[src/rtl/key_counter_top.sv]
// Debounced three-key up/down counter driving four LEDs and one hex digit of a
// common-anode seven-segment display.
module key_counter_top #(
  parameter int unsigned DEBOUNCE_CYCLES = 4
) (
  input  logic       sys_clk,
  input  logic       sys_rst_n,
  input  logic       E,
  input  logic       F,
  input  logic       G,
  output logic       A,
  output logic       B,
  output logic       C,
  output logic       D,
  output logic       CA,
  output logic       CB,
  output logic       CC,
  output logic       CD,
  output logic       CE,
  output logic       CF,
  output logic       CG,
  output logic       DP,
  output logic [7:0] AN
);

  localparam int unsigned CntW = (DEBOUNCE_CYCLES > 1) ? $clog2(DEBOUNCE_CYCLES) : 1;
  localparam logic [CntW-1:0] CntMax = CntW'(DEBOUNCE_CYCLES - 1);

  // Key channel index: 0 = E (clear), 1 = F (down), 2 = G (up).
  logic [2:0]      key_raw;
  logic [2:0]      s1_q, s2_q;
  logic [2:0]      deb_q, deb_d;
  logic [2:0]      deb_prev_q;
  logic [2:0]      pulse_q, pulse_d;
  logic [CntW-1:0] cnt_q [3];
  logic [CntW-1:0] cnt_d [3];
  logic [3:0]      count_q, count_d;
  logic [6:0]      seg;

  assign key_raw = {G, F, E};

  always_comb begin
    deb_d = deb_q;
    for (int i = 0; i < 3; i++) begin
      cnt_d[i] = cnt_q[i];
      if (s2_q[i] == deb_q[i]) begin
        cnt_d[i] = '0;
      end else if (cnt_q[i] == CntMax) begin
        deb_d[i] = s2_q[i];
        cnt_d[i] = '0;
      end else begin
        cnt_d[i] = cnt_q[i] + 1'b1;
      end
    end
    pulse_d = deb_q & ~deb_prev_q;
  end

  always_ff @(posedge sys_clk or negedge sys_rst_n) begin
    if (!sys_rst_n) begin
      s1_q       <= '0;
      s2_q       <= '0;
      deb_q      <= '0;
      deb_prev_q <= '0;
      pulse_q    <= '0;
      for (int i = 0; i < 3; i++) cnt_q[i] <= '0;
    end else begin
      s1_q       <= key_raw;
      s2_q       <= s1_q;
      deb_q      <= deb_d;
      deb_prev_q <= deb_q;
      pulse_q    <= pulse_d;
      for (int i = 0; i < 3; i++) cnt_q[i] <= cnt_d[i];
    end
  end

  // Clear dominates; simultaneous up and down cancel.
  always_comb begin
    count_d = count_q;
    if (pulse_q[0]) begin
      count_d = 4'd0;
    end else if (pulse_q[2] && !pulse_q[1]) begin
      count_d = count_q + 4'd1;
    end else if (pulse_q[1] && !pulse_q[2]) begin
      count_d = count_q - 4'd1;
    end
  end

  always_ff @(posedge sys_clk or negedge sys_rst_n) begin
    if (!sys_rst_n) begin
      count_q <= 4'd0;
    end else begin
      count_q <= count_d;
    end
  end

  // Active-low segments, bit order {a,b,c,d,e,f,g}.
  always_comb begin
    seg = 7'b1111111;
    case (count_q)
      4'h0: seg = 7'b0000001;
      4'h1: seg = 7'b1001111;
      4'h2: seg = 7'b0010010;
      4'h3: seg = 7'b0000110;
      4'h4: seg = 7'b1001100;
      4'h5: seg = 7'b0100100;
      4'h6: seg = 7'b0100000;
      4'h7: seg = 7'b0001111;
      4'h8: seg = 7'b0000000;
      4'h9: seg = 7'b0000100;
      4'hA: seg = 7'b0001000;
      4'hB: seg = 7'b1100000;
      4'hC: seg = 7'b0110001;
      4'hD: seg = 7'b1000010;
      4'hE: seg = 7'b0110000;
      4'hF: seg = 7'b0111000;
      default: seg = 7'b1111111;
    endcase
  end

  assign {A, B, C, D}                  = count_q;
  assign {CA, CB, CC, CD, CE, CF, CG}  = seg;
  assign DP                            = 1'b1;
  assign AN                            = 8'b1111_1110;

endmodule

[config.mk]
export PLATFORM = sky130hd
export DESIGN_NAME = key_counter_top
export DESIGN_NICKNAME = d
export VERILOG_FILES = /design/src/rtl/key_counter_top.sv
export SDC_FILE = /design/constraint.sdc
export NUM_CORES = 1
export LEC_CHECK = 0
export CAP_MARGIN = 20
export CORE_MARGIN = 8
export CORE_UTILIZATION = 54
export DETAILED_ROUTE_END_ITERATION = 10
export GPL_TIMING_DRIVEN = 0
export PLACE_DENSITY = 0.82
export REMOVE_ABC_BUFFERS = 1
export SKIP_CTS_REPAIR_TIMING = 1
export SLEW_MARGIN = 30
export SYNTH_ARGS = -nofsm -noshare
export SYNTH_HDL_FRONTEND = slang
export SYNTH_SLANG_ARGS = --single-unit
[constraint.sdc]
create_clock -name sys_clk -period 5.5 [get_ports sys_clk]
set_input_delay 0.825 -clock sys_clk [delete_from_list [all_inputs] [get_ports sys_clk]]
set_output_delay 0.825 -clock sys_clk [all_outputs]
set_load 0.005 [all_outputs]
# Yosys cells after proc, flatten, opt, wreduce, memory -nomap -nowiden
# Memory sizes are Yosys's and may differ from the RTL's.
# Index checks and enable logic that the tools add are counted.
[word_totals]
reg_bits = 25
latch_bits = 0
ramBits = 0
rom_bits = 112
mem_count = 1
[op_classes]
addsub = 5
multipliers = 0
n_div = 0
n_lt_le_gt_ge = 0
eq_ne = 6
n_shift = 0
mux = 9
bitwise_logic = 5
reduce_logical = 8
[mem_list]
columns = ["name", "depth", "word_bits", "read_ports", "rd_ports_with_merged_regs", "write_ports", "line_no", "rtl"]
rows = [
  ["(name not given)", 16, 7, 1, 0, 0, "99", "case (count_q)"],
]
[ops]
columns = ["op", "n"]
rows = [
  ["2-to-1 mux 2 bit", 6],
  ["2-to-1 mux 4 bit", 3],
  ["adder 2 x 1 -> 2 bit, second input constant", 3],
  ["equality test 2 bit, second input constant", 3],
  ["AND reduction 2 bit", 3],
  ["adder 4 x 1 -> 4 bit, second input constant", 1],
  ["subtractor 4 x 1 -> 4 bit, second input constant", 1],
  ["AND 3 bit", 1],
  ["equality test 1 bit", 3],
  ["NOT 1 bit", 3],
  ["NOT 3 bit", 1],
  ["nonzero test 3 bit", 1],
  ["logical AND 1 bit", 2],
  ["zero test 1 bit", 2],
]

# Logic depth before layout (Yosys ltp)
# Gate-level depths: netlist of run 1.
[depth]
word_depth = 5
depth_mapped = 6

# Worst setup path after synthesis of run 1
# No wires, ideal clock.
[synth_timing]
path_type = "reg-to-output"
start = "reg count_q[0]"
end = "out CD"
t_arrival_ps = 1394
required_ps = 4675
slack_ps = 3281
stages_incl_launch_ff = 5
path_buffers = 0
path_cell_list = "dfrtp_1 -> inv_1 -> ha_1 -> inv_1 -> mux4_2"
[synth_via]
elab_chain_cells = 1
[synth_rtl]
columns = ["item", "line_no", "rtl"]
rows = [
  ["from (decl)", "37", "logic [3:0] count_q, count_d;"],
  ["from (signal assigned)", "92", "count_q <= count_d;"],
  ["memory (16 x 7 bit)", "n/a", ""],
  ["to (decl)", "18", "output logic CD,"],
]
# No other way between the ends.

# Final worst setup path of run 1
[layout_timing]
start = "reg count_q[1]"
end = "out CA"
[layout_via]
elab_chain_cells = 1
[layout_rtl]
columns = ["item", "line_no", "rtl"]
rows = [
  ["memory (16 x 7 bit)", "n/a", ""],
  ["to (decl)", "15", "output logic CA,"],
]
# No other way between the ends.

==> impl_summary.txt, run 1 <==
----------------------------------------------------
[Status]
  Outcome ... finished clean

[CTS]
  Maximum level of the CTS H-tree ... 1
  CTS clk-pin slew, worst paths ... between 0.1 and 0.15 ns
  Worst-Skew Late Latency ... 0.30 ns
  Total CTS buffers ... 3
  Worst-case clock buffer depth ... 2
  CTS Root Cell ... clkbuf_4
  CTS tree ... done
  CTS Sinks ... 25

[Power and ir drop]
  Power per Cell Area ... roughly 590 nW/um^2
  Register share of total power ... 0.387
  Share of total power in combinational logic ... 0.527
  Internal Power ... between 0.5 and 0.6 mW
  Highest ir drop seen on vdd ... roughly 0.35 mV
  Net switching share of the total power ... 0.366
  Static leakage power ... 0.669 nW
  Relative contribution of the clock network to total power ... 0.086
  Tot Pwr ... about 0.85 mW
  Switching power of the nets ... about 0.31 mW

[Timing]
  Post-route fraction of the period consumed by the critical path ... 0.573
  Final period demand of the worst path ... ~3.2 ns
  Setup repair after global routing missed its margin ... no
  Worst-Margin Slew ... approximately 0.56 ns
  Final number of max-transition violations ... 0
  Max Freq ... about 320 MHz
  Setup TNS Final ... 0 ns
  Hold Violations, Final ... 0
  Worst hold slack after final layout ... roughly 0.36 ns
  Skew final ... between 0.006 and 0.007 ns
  Setup violations, final ... 0
  Relative slew slack ... 0.629

[Finish]
  Share of post-route cells with drive strength above 1 ... 0.0960
  Layout Nets ... 143
  Antenna cells ... 0
  Area growth from synthesis to final layout ... 11.8%
  Non-filler cells, final ... between 150 and 200
  Number of fill cells ... 180

[Yosys]
  Post-synth top cells ... dfrtp_1, ha_1, buf_4, nor2_1, nor2b_1
  Async set-or-reset flop fraction in the synthesized netlist ... 1.00
  Gate count of the mapped netlist ... between 100 and 150
  Most frequently used cell type in the post-synthesis netlist ... dfrtp_1
  Post-synthesis sequential element count ... 25
  Share of the yosys chip area belonging to registers ... 0.480
  Most area-hungry cell type in the Yosys netlist ... dfrtp_1
  Number of library cell types mapped by synthesis ... 33
  Number of flops mapped to enable cells by yosys ... 0
  Prevailing post-synth register cell ... dfrtp_1
  Average size of a mapped cell ... ~12 sq um
  Area contributors post-synth ... dfrtp_1, ha_1, buf_4, mux2i_1, nor2b_1
  Number of synthesis warnings ... 0
  Cell area after synthesis ... approximately 1300 sq um
  Portion of synthesized cell area occupied by the leading cell type ... 0.480

[Detailed routing]
  Total number of vias ... 776
  Iteration count of the initial detailed-routing pass ... 3
  DRC viols ... 0
  Drt first-iter violations ... 20
  Average routed wire per standard cell ... about 12 microns
  Final ANT Viol Nets ... 0
  Via count normalized by instance count ... ~5
  Sum of routed wire length over all layers ... 1870 microns

[Placed design]
  Gp weighted congestion ... roughly 0.77
  HPWL after DPL ... between 1000 and 1500 microns
  PortBufs ... 15
  Post-placement cell count ... roughly 150

[Worst setup path]
  Data required time at the worst endpoint ... roughly 4.7 ns
  Critical Path End Type ... output pin
  Highest net fanout along the worst path ... 8
  Startpoint Class ... flip-flop
  WS Path Type ... reg2out
  Arrival time at the worst endpoint ... approximately 2.3 ns

[Hold path]
  Hold/Removal Path Class ... reg2reg

[Floorplanning]
  Starting density of the core ... 0.578
  Die extent in y ... 65.1 microns
  Core ar. ... approximately 2300 sq um
  Total Die Area ... around 4200 sq um
  Standard-cell row count ... 17
  Horiz. Die Dim ... 65.1 microns
  I/O pins ... 25

[Run]
  Max-cap violation count ... 0

[Global routing]
  Remaining global-route overflow ... 0
  Number of global-route vias before repair ... just under 800
  GRT Overall Usage ... 0.0932
  Initial antenna violation count ... 0
  Global-route wire length before repair ... 3260 microns
  Pin count of the biggest net entering global routing ... 26

----------------------------------------------------
kinds of logic (layout without fill, tap and decap cells):
family,Yosys count,after routing,synth area share
AND/OR/NAND/NOR,31,31,0.139
flip-flops,25,25,0.480
buffers and inverters,15,23,0.0720
adder cells (fa/ha/maj),12,12,0.121
AO/OA/AOI/OAI,10,10,0.0576
multiplexers,10,10,0.0903
XOR/XNOR,5,5,0.0336
other,2,9,0.00577
stage by stage:
| stage | util | instance area (sq um) | setup WS [ns] |
|---|---|---|---|
| 6_report | 0.646 | 1460 | 2.35 |
| 5_1_grt | 0.646 | 1460 | 2.19 |
| 4_1_cts | 0.646 | 1460 | 2.33 |
| 3_5_place_dp | 0.634 | 1430 | 2.68 |
| 3_3_place_gp | 0.637 | 1440 | 2.72 |
| 2_1_floorplan | - | 1250 | 3.28 |
final timing paths:
| kind | startpoint | endpoint | slack (ns) | depth (start not counted) |
|---|---|---|---|---|
| max | count_q[1] | CA | 2.35 | 6 |
| min | s1_q[1] | s2_q[1] | 0.36 | 0 |
| max in group asynchronous | sys_rst_n | pulse_q[0] | 4.69 | 1 |
| min reg2reg | s1_q[1] | s2_q[1] | 0.36 | 0 |
| max reg2reg | count_q[2] | count_q[3] | 3.57 | 4 |
| min in group asynchronous | sys_rst_n | s2_q[2] | 0.47 | 1 |
cells in the final DEF, fill, tap and decap left out, drive strengths merged, types with 3 or more instances in the layout:
cell           netlist  final
inv                  3      3
dfrtp               25     25
clkbuf               1      4
nor3                 4      4
conb                 2      9
xnor2                4      4
clkdlybuf4s50        0     14
nor2                 9      9
ha                  11     11
mux2i                5      5
nor2b                8      8
mux2                 4      4
final cells by class:
cell class                      instances  area, sq um  area share
Sequential cell                        25          626       0.430
Clock buffer                            4         26.3      0.0180
Timing Repair Buffer                   15          145      0.0997
Tap cell                               28         35.0      0.0241
Multi-Input combinational cell         77          609       0.418
Inverter                                4         15.0      0.0103
worst max-delay path, cell delays in order, from the launching register on:
cell and delay [ns]:
dfrtp_1 0.49, inv_1 0.21, ha_1 0.28, nor2b_1 0.08, or3b_1 0.37, o21ai_0 0.08, clkdlybuf4s50_1 0.52
registers in the layout (all words and copies together), names as in the netlist:
signal	count
cnt_q	6
count_q	4
deb_prev_q	3
deb_q	3
pulse_q	3
s1_q	3
s2_q	3
power groups by stage:
stage	Sequential, mW	Combinational [mW]	Clock (mW)
finish	0.330	0.450	0.0737
global route	0.343	0.503	0.0869
CTS	0.331	0.456	0.0783
detailed placement	0.336	0.453	0
global placement	0.330	0.434	0
floorplan	0.318	0.290	0
metal layers:
| layer | track usage | up-vias | part of all wire |
|---|---|---|---|
| met4 | 0.0409 | 0 | 0.0075 |
| met1 | 0.105 | 365 | 0.46 |
| met5 | 0 | - | 0 |
| met3 | 0.0390 | 2 | 0.086 |
| met2 | 0.152 | 19 | 0.45 |
| li1 | - | 390 | - |
No activity file was read; power rests on OpenSTA's default activity.
==> inputs of run 2 (changes only) <==
--- a/config.mk
+++ b/config.mk
@@ -7,10 +7,10 @@
 export LEC_CHECK = 0
 export CAP_MARGIN = 20
 export CORE_MARGIN = 8
-export CORE_UTILIZATION = 54
+export CORE_UTILIZATION = 46
 export DETAILED_ROUTE_END_ITERATION = 10
 export GPL_TIMING_DRIVEN = 0
-export PLACE_DENSITY = 0.82
+export PLACE_DENSITY = 0.74
 export REMOVE_ABC_BUFFERS = 1
 export SKIP_CTS_REPAIR_TIMING = 1
 export SLEW_MARGIN = 30
==> constraint.sdc (replaced) <==
create_clock -name sys_clk -period 2.7 [get_ports sys_clk]
set_input_delay 0.405 -clock sys_clk [delete_from_list [all_inputs] [get_ports sys_clk]]
set_output_delay 0.405 -clock sys_clk [all_outputs]
set_load 0.005 [all_outputs]
==> impl_summary.txt, run 2 (synthesis gave the netlist of run 1 again) <==
----------------------------------------------------
[Detailed routing]
  Final ANT Viol Nets ... 0 (unchanged)
  DRC viols ... 0 (unchanged)
  Drt first-iter violations ... 24 (was 20)
  Sum of routed wire length over all layers ... 2000 microns (was 1870 microns)
  Total number of vias ... 801 (was 776)
  Via count normalized by instance count ... 5.04 (was 5.07)
  Iteration count of the initial detailed-routing pass ... 2 (was 3)
  Average routed wire per standard cell ... 12.6 microns (was 12.2 microns)

[Global routing]
  Number of global-route vias before repair ... 835 (was 774)
  Initial antenna violation count ... 0 (unchanged)
  Pin count of the biggest net entering global routing ... 26 (unchanged)
  Global-route wire length before repair ... 3640 microns (was 3260 microns)
  Remaining global-route overflow ... 0 (unchanged)
  GRT Overall Usage ... 0.0866 (was 0.0932)

[Worst setup path]
  WS Path Type ... reg2out (unchanged)
  Data required time at the worst endpoint ... 2.30 ns (was 4.68 ns)
  Startpoint Class ... flip-flop (unchanged)
  Critical Path End Type ... output pin (unchanged)
  Arrival time at the worst endpoint ... 2.17 ns (was 2.33 ns)
  Highest net fanout along the worst path ... 5 (was 8)
  Worst Reg2Reg Path Length in Cells ... 4 (unchanged)
  Setup slack of the most critical reg-to-reg path ... 0.79 ns (was 3.57 ns)

[Run]
  Max-cap violation count ... 0 (unchanged)

[Finish]
  Antenna cells ... 0 (unchanged)
  Register ranked first by flip-flop count ... cnt_q (unchanged)
  Registers with the most flip-flops ... cnt_q: 6 flops, count_q: 4 flops (unchanged)
  Most frequent cells in the layout ... dfrtp_1, clkdlybuf4s50_1, ha_1, nor2_1, conb_1 (unchanged)
  Layout Nets ... 146 (was 143)
  Final core area utilization ... 0.546 (was 0.646)
  Share of post-route cells with drive strength above 1 ... 0.164 (was 0.0960)
  Flip-flop count of the largest register after layout ... 6 (unchanged)
  Most common cell after layout, fill and taps aside ... dfrtp_1 (unchanged)
  Area growth from synthesis to final layout ... 14.5% (was 11.8%)

[Timing]
  Worst-Margin Slew ... 0.578 ns (was 0.556 ns)
  Hold Violations, Final ... 0 (unchanged)
  Post-route fraction of the period consumed by the critical path ... 0.953
  Skew final ... 0.0105 ns (was 0.00668 ns)
  Setup repair after global routing missed its margin ... yes (was no)
  Final number of max-transition violations ... 0 (unchanged)
  Final period demand of the worst path ... ~2.6 ns
  Worst hold slack after final layout ... 0.0350 ns (was 0.363 ns)
  Setup violations, final ... 0 (unchanged)
  Setup TNS Final ... 0 ns (unchanged)
  Relative slew slack ... 0.615 (was 0.629)
  Max Freq ... between 300 and 400 MHz

[CTS]
  Worst-Skew Late Latency ... 0.32 ns (was 0.30 ns)
  CTS Root Cell ... clkbuf_4 (unchanged)
  Total CTS buffers ... 3 (unchanged)
  Maximum level of the CTS H-tree ... 1 (unchanged)
  Worst-case clock buffer depth ... 2 (unchanged)
  CTS clk-pin slew, worst paths ... 0.14 ns (was 0.11 ns)
  CTS Sinks ... 25 (unchanged)
  CTS tree ... done (unchanged)

[Power and ir drop]
  Power per Cell Area ... 1200 nW/um^2 (was 586 nW/um^2)
  Switching power of the nets ... 0.653 mW (was 0.312 mW)
  Static leakage power ... 0.677 nW (was 0.669 nW)
  Net switching share of the total power ... 0.366 (about the same)
  Register share of total power ... 0.376 (was 0.387)
  Internal Power ... 1.13 mW (was 0.541 mW)
  Share of total power in combinational logic ... 0.531 (was 0.527)
  Highest ir drop seen on vdd ... 0.838 mV (was 0.350 mV)
  Relative contribution of the clock network to total power ... 0.093 (was 0.086)

[Floorplanning]
  Core ar. ... 2730 sq um (was 2250 sq um)
  Total Die Area ... 4790 sq um (was 4240 sq um)
  Die extent in y ... 69.2 microns (was 65.1 microns)
  I/O pins ... 25 (unchanged)
  Standard-cell row count ... 19 (was 17)
  Starting density of the core ... 0.476 (was 0.578)
  Horiz. Die Dim ... 69.2 microns (was 65.1 microns)

[Hold path]
  Hold/Removal Path Class ... in2async (was reg2reg)

[Placed design]
  Gp weighted congestion ... 0.791 (was 0.770)
  PortBufs ... 15 (unchanged)
  HPWL after DPL ... 1610 microns (was 1470 microns)

[Status]
  Outcome ... finished clean (unchanged)

----------------------------------------------------
## run 2: power by group through the flow
| stage | Combinational (mW) | Sequential [mW] | Clock, mW |
|---|---|---|---|
| floorplan | 0.592 | 0.648 | 0 |
| global placement | 0.878 | 0.675 | 0 |
| detailed placement | 0.920 | 0.689 | 0 |
| CTS | 0.924 | 0.680 | 0.170 |
| global route | 1.07 | 0.701 | 0.184 |
| finish | 0.947 | 0.671 | 0.166 |
## run 2: final timing paths
path / startpoint / end
min in group sys_clk: s1_q[1] / s2_q[1]
max in group asynchronous: sys_rst_n / count_q[0]
min: sys_rst_n / cnt_q[3]
max reg2reg: count_q[2] / count_q[3]
min reg2reg: s1_q[1] / s2_q[1]
max: count_q[1] / CA
## run 2: cell type report
class / instances / area (sq um)
Clock inverter: 1 / 7.51
Fill cell: 245 / 1240
Sequential cell: 25 / 628
Clock buffer: 3 / 22.5
Multi-Input combinational cell: 77 / 612
Tap cell: 31 / 38.8
Timing Repair Buffer: 18 / 168
Inverter: 4 / 15.0
## run 2: per-layer routing
metal / share of wire / track usage / wire length, microns / up-vias
li1: - / - / - / 392
met1: 0.41 / 0.0925 / 818 / 390
met2: 0.53 / 0.155 / 1060 / 17
met3: 0.051 / 0.0286 / 102 / 2
met4: 0.010 / 0.0296 / 21 / 0
met5: 0 / 0 / 0 / -
## run 2: through the flow
step	power, mW	instance area (sq um)	setup WS (ns)	cells
2_1_floorplan	1.24	1250	0.901	106
3_3_place_gp	1.55	1440	0.306	152
3_5_place_dp	1.61	1430	0.267	152
4_1_cts	1.77	1460	-0.113	156
5_1_grt	1.96	1490	-0.0115	159
6_report	1.78	1490	0.126	159
## run 2: critical path, stage by stage (launching register included)
cell and delay, ns:
dfrtp_2 0.46, inv_2 0.12, ha_2 0.23, nor2b_1 0.07, or3b_1 0.36, o21ai_0 0.08
clkdlybuf4s50_1 0.53
